`config.mk`:
```
export PLATFORM = sky130hd
export DESIGN_NAME = reg_file_sb_flat
export DESIGN_NICKNAME = d
export VERILOG_FILES = /design/src/rtl/reg_file_sb_if.sv /design/src/rtl/reg_file_sb.sv /design/src/flat_wrapper.sv
export SDC_FILE = /design/constraint.sdc
export NUM_CORES = 2
export LEC_CHECK = 0
export BUFFER_PORTS_ARGS = -buffer_cell sky130_fd_sc_hd__buf_2
export CORE_ASPECT_RATIO = 1.75
export CORE_MARGIN = 5
export CORE_UTILIZATION = 44
export DETAILED_ROUTE_END_ITERATION = 10
export PLACE_DENSITY_LB_ADDON = 0.1
export SYNTH_ARGS = -nofsm -noshare
export SYNTH_HDL_FRONTEND = slang
export SYNTH_SLANG_ARGS = --single-unit
```
`constraint.sdc`:
```
create_clock -name clk -period 3 [get_ports clk]
set_input_delay 0 -clock clk [delete_from_list [all_inputs] [get_ports clk]]
set_output_delay 0 -clock clk [all_outputs]
set_load 0.005 [all_outputs]
```
`src/rtl/reg_file_sb_if.sv`:
```
// Bundle of the ID read ports, the scoreboard issue port, the WB write port and the
// status outputs of reg_file_sb. The pipeline drives it through master; the register file uses slave.
interface reg_file_sb_if #(
  parameter int ADDR_W = 5,
  parameter int DATA_W = 32,
  parameter int CNT_W  = 32
);
  logic [ADDR_W-1:0] rs1;
  logic [ADDR_W-1:0] rs2;
  logic [DATA_W-1:0] rs1_value;
  logic [DATA_W-1:0] rs2_value;
  logic              rs1_busy;
  logic              rs2_busy;
  logic              issue;
  logic [ADDR_W-1:0] issue_rd;
  logic              wen;
  logic [ADDR_W-1:0] rd;
  logic [DATA_W-1:0] rd_value;
  logic              flush;
  logic [DATA_W-1:0] a0_value;
  logic [CNT_W-1:0]  stall_cnt;

  modport master (
    output rs1, rs2, issue, issue_rd, wen, rd, rd_value, flush,
    input  rs1_value, rs2_value, rs1_busy, rs2_busy, a0_value, stall_cnt
  );

  modport slave (
    input  rs1, rs2, issue, issue_rd, wen, rd, rd_value, flush,
    output rs1_value, rs2_value, rs1_busy, rs2_busy, a0_value, stall_cnt
  );
endinterface

```
`src/rtl/reg_file_sb.sv`:
```
// Integer register file with a per-register busy scoreboard: two async read ports, one WB write port.
// Define REG_FILE_BYPASS_EN to forward the WB write straight to the read ports (0-cycle latency).
module reg_file_sb #(
  parameter int ADDR_W = 5,
  parameter int DATA_W = 32,
  parameter int A0_IDX = 10,
  parameter int CNT_W  = 32
) (
  input  logic           clk,
  input  logic           rst,
  reg_file_sb_if.slave   bus
);
  localparam int NREG = 2 ** ADDR_W;
  localparam logic [ADDR_W-1:0] A0_SEL = ADDR_W'(A0_IDX);
  localparam logic [CNT_W-1:0]  CNT_ONE = {{(CNT_W-1){1'b0}}, 1'b1};

  logic [DATA_W-1:0] regs [NREG];
  logic [NREG-1:0]   busy;
  logic [CNT_W-1:0]  stall_cnt_q;

  logic wr_hit;
  logic iss_hit;

  // x0 is never written nor marked busy, so it reads 0 without any read-side masking.
  assign wr_hit  = bus.wen && (bus.rd != '0);
  assign iss_hit = bus.issue && (bus.issue_rd != '0) && !bus.flush;

  logic [DATA_W-1:0] rs1_value_c;
  logic [DATA_W-1:0] rs2_value_c;
  logic              rs1_busy_c;
  logic              rs2_busy_c;

  always_comb begin
    rs1_value_c = regs[bus.rs1];
    rs2_value_c = regs[bus.rs2];
    rs1_busy_c  = busy[bus.rs1];
    rs2_busy_c  = busy[bus.rs2];
`ifdef REG_FILE_BYPASS_EN
    // A younger producer issued this cycle keeps the register busy even while WB forwards.
    if (wr_hit && (bus.rd == bus.rs1)) begin
      rs1_value_c = bus.rd_value;
      if (!(iss_hit && (bus.issue_rd == bus.rs1))) rs1_busy_c = 1'b0;
    end
    if (wr_hit && (bus.rd == bus.rs2)) begin
      rs2_value_c = bus.rd_value;
      if (!(iss_hit && (bus.issue_rd == bus.rs2))) rs2_busy_c = 1'b0;
    end
`endif
  end

  assign bus.rs1_value = rs1_value_c;
  assign bus.rs2_value = rs2_value_c;
  assign bus.rs1_busy  = rs1_busy_c;
  assign bus.rs2_busy  = rs2_busy_c;
  assign bus.a0_value  = regs[A0_SEL];
  assign bus.stall_cnt = stall_cnt_q;

  always_ff @(posedge clk) begin
    if (!rst) begin
      for (int i = 0; i < NREG; i++) regs[i] <= '0;
      busy        <= '0;
      stall_cnt_q <= '0;
    end else begin
      if (wr_hit) regs[bus.rd] <= bus.rd_value;
      // The issue set is written after the WB clear so a same-index collision leaves it busy.
      if (bus.flush) begin
        busy <= '0;
      end else begin
        if (wr_hit)  busy[bus.rd]       <= 1'b0;
        if (iss_hit) busy[bus.issue_rd] <= 1'b1;
      end
      if ((rs1_busy_c || rs2_busy_c) && (stall_cnt_q != '1))
        stall_cnt_q <= stall_cnt_q + CNT_ONE;
    end
  end
endmodule

```
`src/flat_wrapper.sv`:
```
// flat-port wrapper written by rule: the top's interface ports become plain ports
module reg_file_sb_flat 
#(
  parameter int ADDR_W = 5,
  parameter int DATA_W = 32,
  parameter int A0_IDX = 10,
  parameter int CNT_W  = 32
)
  (clk, rst, bus_rs1, bus_rs2, bus_issue, bus_issue_rd, bus_wen, bus_rd, bus_rd_value, bus_flush, bus_rs1_value, bus_rs2_value, bus_rs1_busy, bus_rs2_busy, bus_a0_value, bus_stall_cnt);
  reg_file_sb_if #(.ADDR_W(ADDR_W), .DATA_W(DATA_W), .CNT_W(CNT_W)) bus_i ();
  input  logic clk;
  input  logic rst;
  input wire logic [$bits(bus_i.rs1)-1:0] bus_rs1;
  input wire logic [$bits(bus_i.rs2)-1:0] bus_rs2;
  input wire logic [$bits(bus_i.issue)-1:0] bus_issue;
  input wire logic [$bits(bus_i.issue_rd)-1:0] bus_issue_rd;
  input wire logic [$bits(bus_i.wen)-1:0] bus_wen;
  input wire logic [$bits(bus_i.rd)-1:0] bus_rd;
  input wire logic [$bits(bus_i.rd_value)-1:0] bus_rd_value;
  input wire logic [$bits(bus_i.flush)-1:0] bus_flush;
  output wire logic [$bits(bus_i.rs1_value)-1:0] bus_rs1_value;
  output wire logic [$bits(bus_i.rs2_value)-1:0] bus_rs2_value;
  output wire logic [$bits(bus_i.rs1_busy)-1:0] bus_rs1_busy;
  output wire logic [$bits(bus_i.rs2_busy)-1:0] bus_rs2_busy;
  output wire logic [$bits(bus_i.a0_value)-1:0] bus_a0_value;
  output wire logic [$bits(bus_i.stall_cnt)-1:0] bus_stall_cnt;
  assign bus_i.rs1 = bus_rs1;
  assign bus_i.rs2 = bus_rs2;
  assign bus_i.issue = bus_issue;
  assign bus_i.issue_rd = bus_issue_rd;
  assign bus_i.wen = bus_wen;
  assign bus_i.rd = bus_rd;
  assign bus_i.rd_value = bus_rd_value;
  assign bus_i.flush = bus_flush;
  assign bus_rs1_value = bus_i.rs1_value;
  assign bus_rs2_value = bus_i.rs2_value;
  assign bus_rs1_busy = bus_i.rs1_busy;
  assign bus_rs2_busy = bus_i.rs2_busy;
  assign bus_a0_value = bus_i.a0_value;
  assign bus_stall_cnt = bus_i.stall_cnt;
  reg_file_sb #(.ADDR_W(ADDR_W), .DATA_W(DATA_W), .A0_IDX(A0_IDX), .CNT_W(CNT_W)) u_core (.clk(clk), .rst(rst), .bus(bus_i));
endmodule
```
Yosys cells after proc, flatten, opt, wreduce, memory -nomap -nowiden
Memories as Yosys holds them, arrays and structs flattened.
Cells that the tools add are included.
Word-level totals
  bits in registers: 64
  bits in writable memories: 1024
  output and inout bits: 130
  memories: 1
  word-level logic and storage cells: 46
  input port bits: 57
Operators by class
  equality and inequality tests: 1
  muxes and demuxes: 19
  reduce and logical (&&, ||, !) cells: 12
  add/sub/neg operators: 1
  bitwise operators: 4
  magnitude comparators: 6
Memory list
  u_core.regs: depth 32, bits a word 32, rd ports 3, clocked after memory_dff 0, write ports 32, line reg_file_sb.sv:17  | logic [DATA_W-1:0] regs [NREG];
Operators by type and width (number)
  $mux 32: 5
  $add 32x1->32 const B: 1
  $and 32x32->32: 1
  $ne 32x32->1 const B: 1
  $not 32->32: 1
  $or 32x32->32: 1
  $reduce_or 32->1: 1
  $lt 5x6->1 const B: 4
  $bmux 1 s5: 2
  $demux 1 s5: 2
  $ge 5x1->1 const B: 2
  $reduce_bool 5->1: 2
  $mux 1: 9
  $logic_and 1x1->1: 6
  $mux 5: 1
  $reduce_or 2->1: 1
  $logic_not 1->1: 1
  $logic_or 1x1->1: 1
  $not 1->1: 1

Longest topological paths before layout
  depth in word-level cells: 11
  depth in mapped cells: 13
  gate-level depth less buffers: 8

Least setup slack after synthesis
Ideal clock, no wire load.
  path type: reg-to-reg
  start point: reg u_core.stall_cnt_q[3], in the netlist u_core.bus.stall_cnt[3]
  end point: reg u_core.stall_cnt_q[12], in the netlist u_core.bus.stall_cnt[12]
  path slack: 823 ps
  stages on the path, launching flop included: 10
  path buffers: 2
  library setup time: 90 ps
  arrival: 2087 ps
  required time: 2910 ps
  period minus slack after synthesis: 2177 ps
  cells stage by stage: dfxtp_1 -> and3_1 -> and4_1 -> nand3_1 -> nor3_2 -> and3_1 -> buf_2 -> buf_2 -> o31ai_1 -> a21oi_1
On the way
  cells in the longest elaborated chain, start to end: 2
  elaborated cells between the ends (all ways): 3
  those cells by class: add/sub (1); eq/ne (1); reduce/logical (1)
Ends and longest elaborated chain
  start, declared: line reg_file_sb.sv:19  | logic [CNT_W-1:0] stall_cnt_q;
  start signal, assigned: line reg_file_sb.sv:73  | stall_cnt_q <= stall_cnt_q + CNT_ONE;
  branches (longest 2 deep; another with $add 32x1->32)
Several ways; the timed one is not identified.
A chain may end at the register's enable or synchronous reset.

==> metrics <==
reg2reg start u_core.bus.stall_cnt[4]$_SDFFE_PN0P_; CTS tree done; ys flop type edfxtp_1; WP buf/inv 1; CP Launch Type register; Synth Area per Inst 15.9 sq um; status complete, no violations; GPL Wtd Cong 0.892; Chip Height 488 microns; critical path class register to output port; Pins Over Slew Limit 0; max_slew headroom 27.2%; post-synthesis instance area 57600 sq um; core outline area 130000 sq um; FMAX 0.360 GHz; reg-to-reg critical path endpoint u_core.bus.stall_cnt[13]$_SDFFE_PN0P_; Via Count 35800; met3 Resource Use GR 5.31%; Die Area 138000 sq um; Crit path max-delay family multiplexers; Via density 6.43; Post-DRT Antenna Nets 0; total power 36.4 mW; GRT Overall Usage 29.9%; worst hold path type primary input to register; Ys Warns 0; row cnt 175; placed cells 5288; synth-to-layout area growth 14.4%; GR Util met1 35.5%; die width 283 microns; share of cells above drive strength 1 33.1%; P_leak 22.4 nW; main area contributors after synthesis edfxtp_1 (53%), mux4_2 (25%), and2_1 (11%); crit path capture bus_rs2_value[2]; flop2flop setup slack 490 ps; crit path from u_core.regs[10][2]$_SDFFCE_PN0P_; HPWL after DPL 125000 microns; clk_lat worst skew 720 ps; endpoints failing setup 0; skew final 11.3 ps; initial antenna violation count 19; worst supply voltage drop on vdd 0.410 mV; Req. time, crit path 3000 ps; endpoints failing hold 0; Post-synth EDFFs 1024; H-tree lvl count 3; largest area contributor in the netlist edfxtp_1; Hold Slack 331 ps; max-capacitance violation count 0; CP most frequent cell mux4_2; Seq/Total Area, Yosys 55.6%; Overflow after GRT 0; crit-path max cell delay 610 ps; synthesized instance count 3611; CTS clk-pin slew, worst paths 70 ps; drc violations 0; Initial Util 44.3%; crit path cell chain mux4_2 > mux4_2 > mux2_2 > buf_2; Synth async-reset ratio 0%; initial drt markers 3951; clock sink count 1088; synth unique cells 54; Worst path slowest cell edfxtp_1; Setup TNS 0 ps; worst reg-to-reg path cell count 10; met2 Track Usage GR 53.2%; vias in the first global route 37800; CP arrival 2780 ps; final WL 209000 microns; Max Root-Sink Buffers 3; fin crit share 92.7%; Worst path depth 4; mean routed wirelength per cell 37.6 microns; Power Density 553 nW/um^2; register bit total from synthesis 1088; setup bufs post-CTS 0; grt peak-use layer met2; RSZ-0062 raised after global routing no; Num CTS Buffers 106; largest net degree at the start of global routing 103; fin crit period 2780 ps; CP endpoint kind output port; non-filler cells, final 5561; Final #Nets 3840; post-synth top area share 53.4%; DRT Pass-1 Iters 5; clock root buffer master clkbuf_16; worst slew pin tran 1090 ps; port bufs 186; post-layout util 50.6%; first-pass GRT wire length 291000 microns; CP max FO 3; IO Count 187
==> cell usage after synthesis (2+ instances only) <==
library cell	instances
buf_6	9
or3_1	4
and4_1	2
nor2b_1	15
o21ai_0	4
edfxtp_1	1024
buf_12	2
a32oi_1	2
o311ai_1	3
nor2_1	77
a22oi_1	32
o41ai_1	3
buf_2	22
mux4_2	640
a2111oi_0	4
dfxtp_1	64
mux2_2	64
or4_1	21
nand4_1	20
and3b_1	2
o31ai_1	19
o311ai_0	2
o211ai_1	4
nor3b_1	9
a21oi_1	26
and2_1	1000
nand3_1	22
nor4_1	2
inv_1	8
buf_4	2
and3_1	8
clkbuf_1	286
nor3_1	9
nand2_1	82
nand2b_1	12
buf_1	58
a22o_1	4
mux2i_1	28
==> how the worst min path moves through the flow <==
stage,start,to,slack [ps],cells past startpoint
2_1_floorplan,bus_issue_rd[0],u_core.busy[7]$_SDFF_PP0_,170,2
3_3_place_gp,bus_issue_rd[1],u_core.busy[31]$_SDFF_PP0_,390,3
3_5_place_dp,bus_issue_rd[1],u_core.busy[7]$_SDFF_PP0_,390,3
4_1_cts,bus_issue_rd[0],u_core.busy[30]$_SDFF_PP0_,290,5
5_1_grt,bus_issue_rd[0],u_core.busy[30]$_SDFF_PP0_,360,5
6_report,bus_issue_rd[0],u_core.busy[30]$_SDFF_PP0_,330,5
==> stage by stage <==
stage | setup slack (ps) | instance area [sq um]
after detailed placement | 522 | 61600
after global placement | 532 | 61600
after global routing | 186 | 65800
after floorplan | 823 | 57700
after CTS | 172 | 65800
final | 219 | 65800
==> layer usage <==
metal	vias up	part of all wire, %
li1	14400	-
met1	18900	35
met2	1961	52
met3	515	7.6
met4	6	5.5
met5	-	0.016
==> repair_timing <==
action | 4_1_cts | 5_1_grt
hold buffers | 66 | 0
hold endpoints to repair | 1035 | 0
resized for setup | 0 | 0
==> registers in the layout (all words and copies together) (netlist names) <==
register              flops
u_core.busy              32
u_core.regs            1024
u_core.bus.stall_cnt     32
==> cells by family (layout without fill, tap and decap cells) <==
group                      after synthesis  after routing  synth area share, %
AOI/OAI and AO/OA                      109            109                 1.37
buffers and inverters                  388            617                 2.76
DFF                                   1088           1088                 55.6
other                                    1             41              0.00651
adders and majority gates                1              1               0.0217
muxes                                  734            734                 26.8
and+or+nand+nor                       1290           1290                 13.4
==> cells in the final DEF (no fill, tap or decap), drive strengths merged, types with 28 or more instances in the layout <==
cell type / instances
mux2i: 28
mux2: 66
buf: 344
edfxtp: 1024
clkbuf: 139
and2: 1001
mux4: 640
nor2: 77
nand2: 82
clkinv: 44
dfxtp: 64
a22oi: 32
conb: 32
dlygate4sd3: 66
==> area by class of cell <==
class / count / area [sq um]
clock inverter: 59 / 515
antenna: 9 / 22.5
clock buffer: 138 / 3010
timing repair buffer: 411 / 3750
sequential: 1088 / 32000
fill: 10800 / 64200
inverter: 9 / 35.0
multi-input combinational: 2166 / 24400
tap: 1681 / 2100
==> power by group <==
| part | switching (mW) | internal, mW | leakage (nW) |
|---|---|---|---|
| Combinational | 2.49 | 2.18 | 10.4 |
| Sequential | 0.434 | 17.4 | 10.3 |
| Clock | 6.11 | 7.76 | 1.73 |
| Total | 9.04 | 27.3 | 22.4 |
==> worst reg2reg max path, stage by stage (launching register included) <==
cell	delay, ps
dfxtp_1	340
and3_1	210
and4_1	230
nand3_1	200
nor3_2	100
buf_4	160
and3_1	180
nand2b_1	160
buf_4	200
or4_1	480
a21oi_1	160
Power figures use the tool's default switching activity.
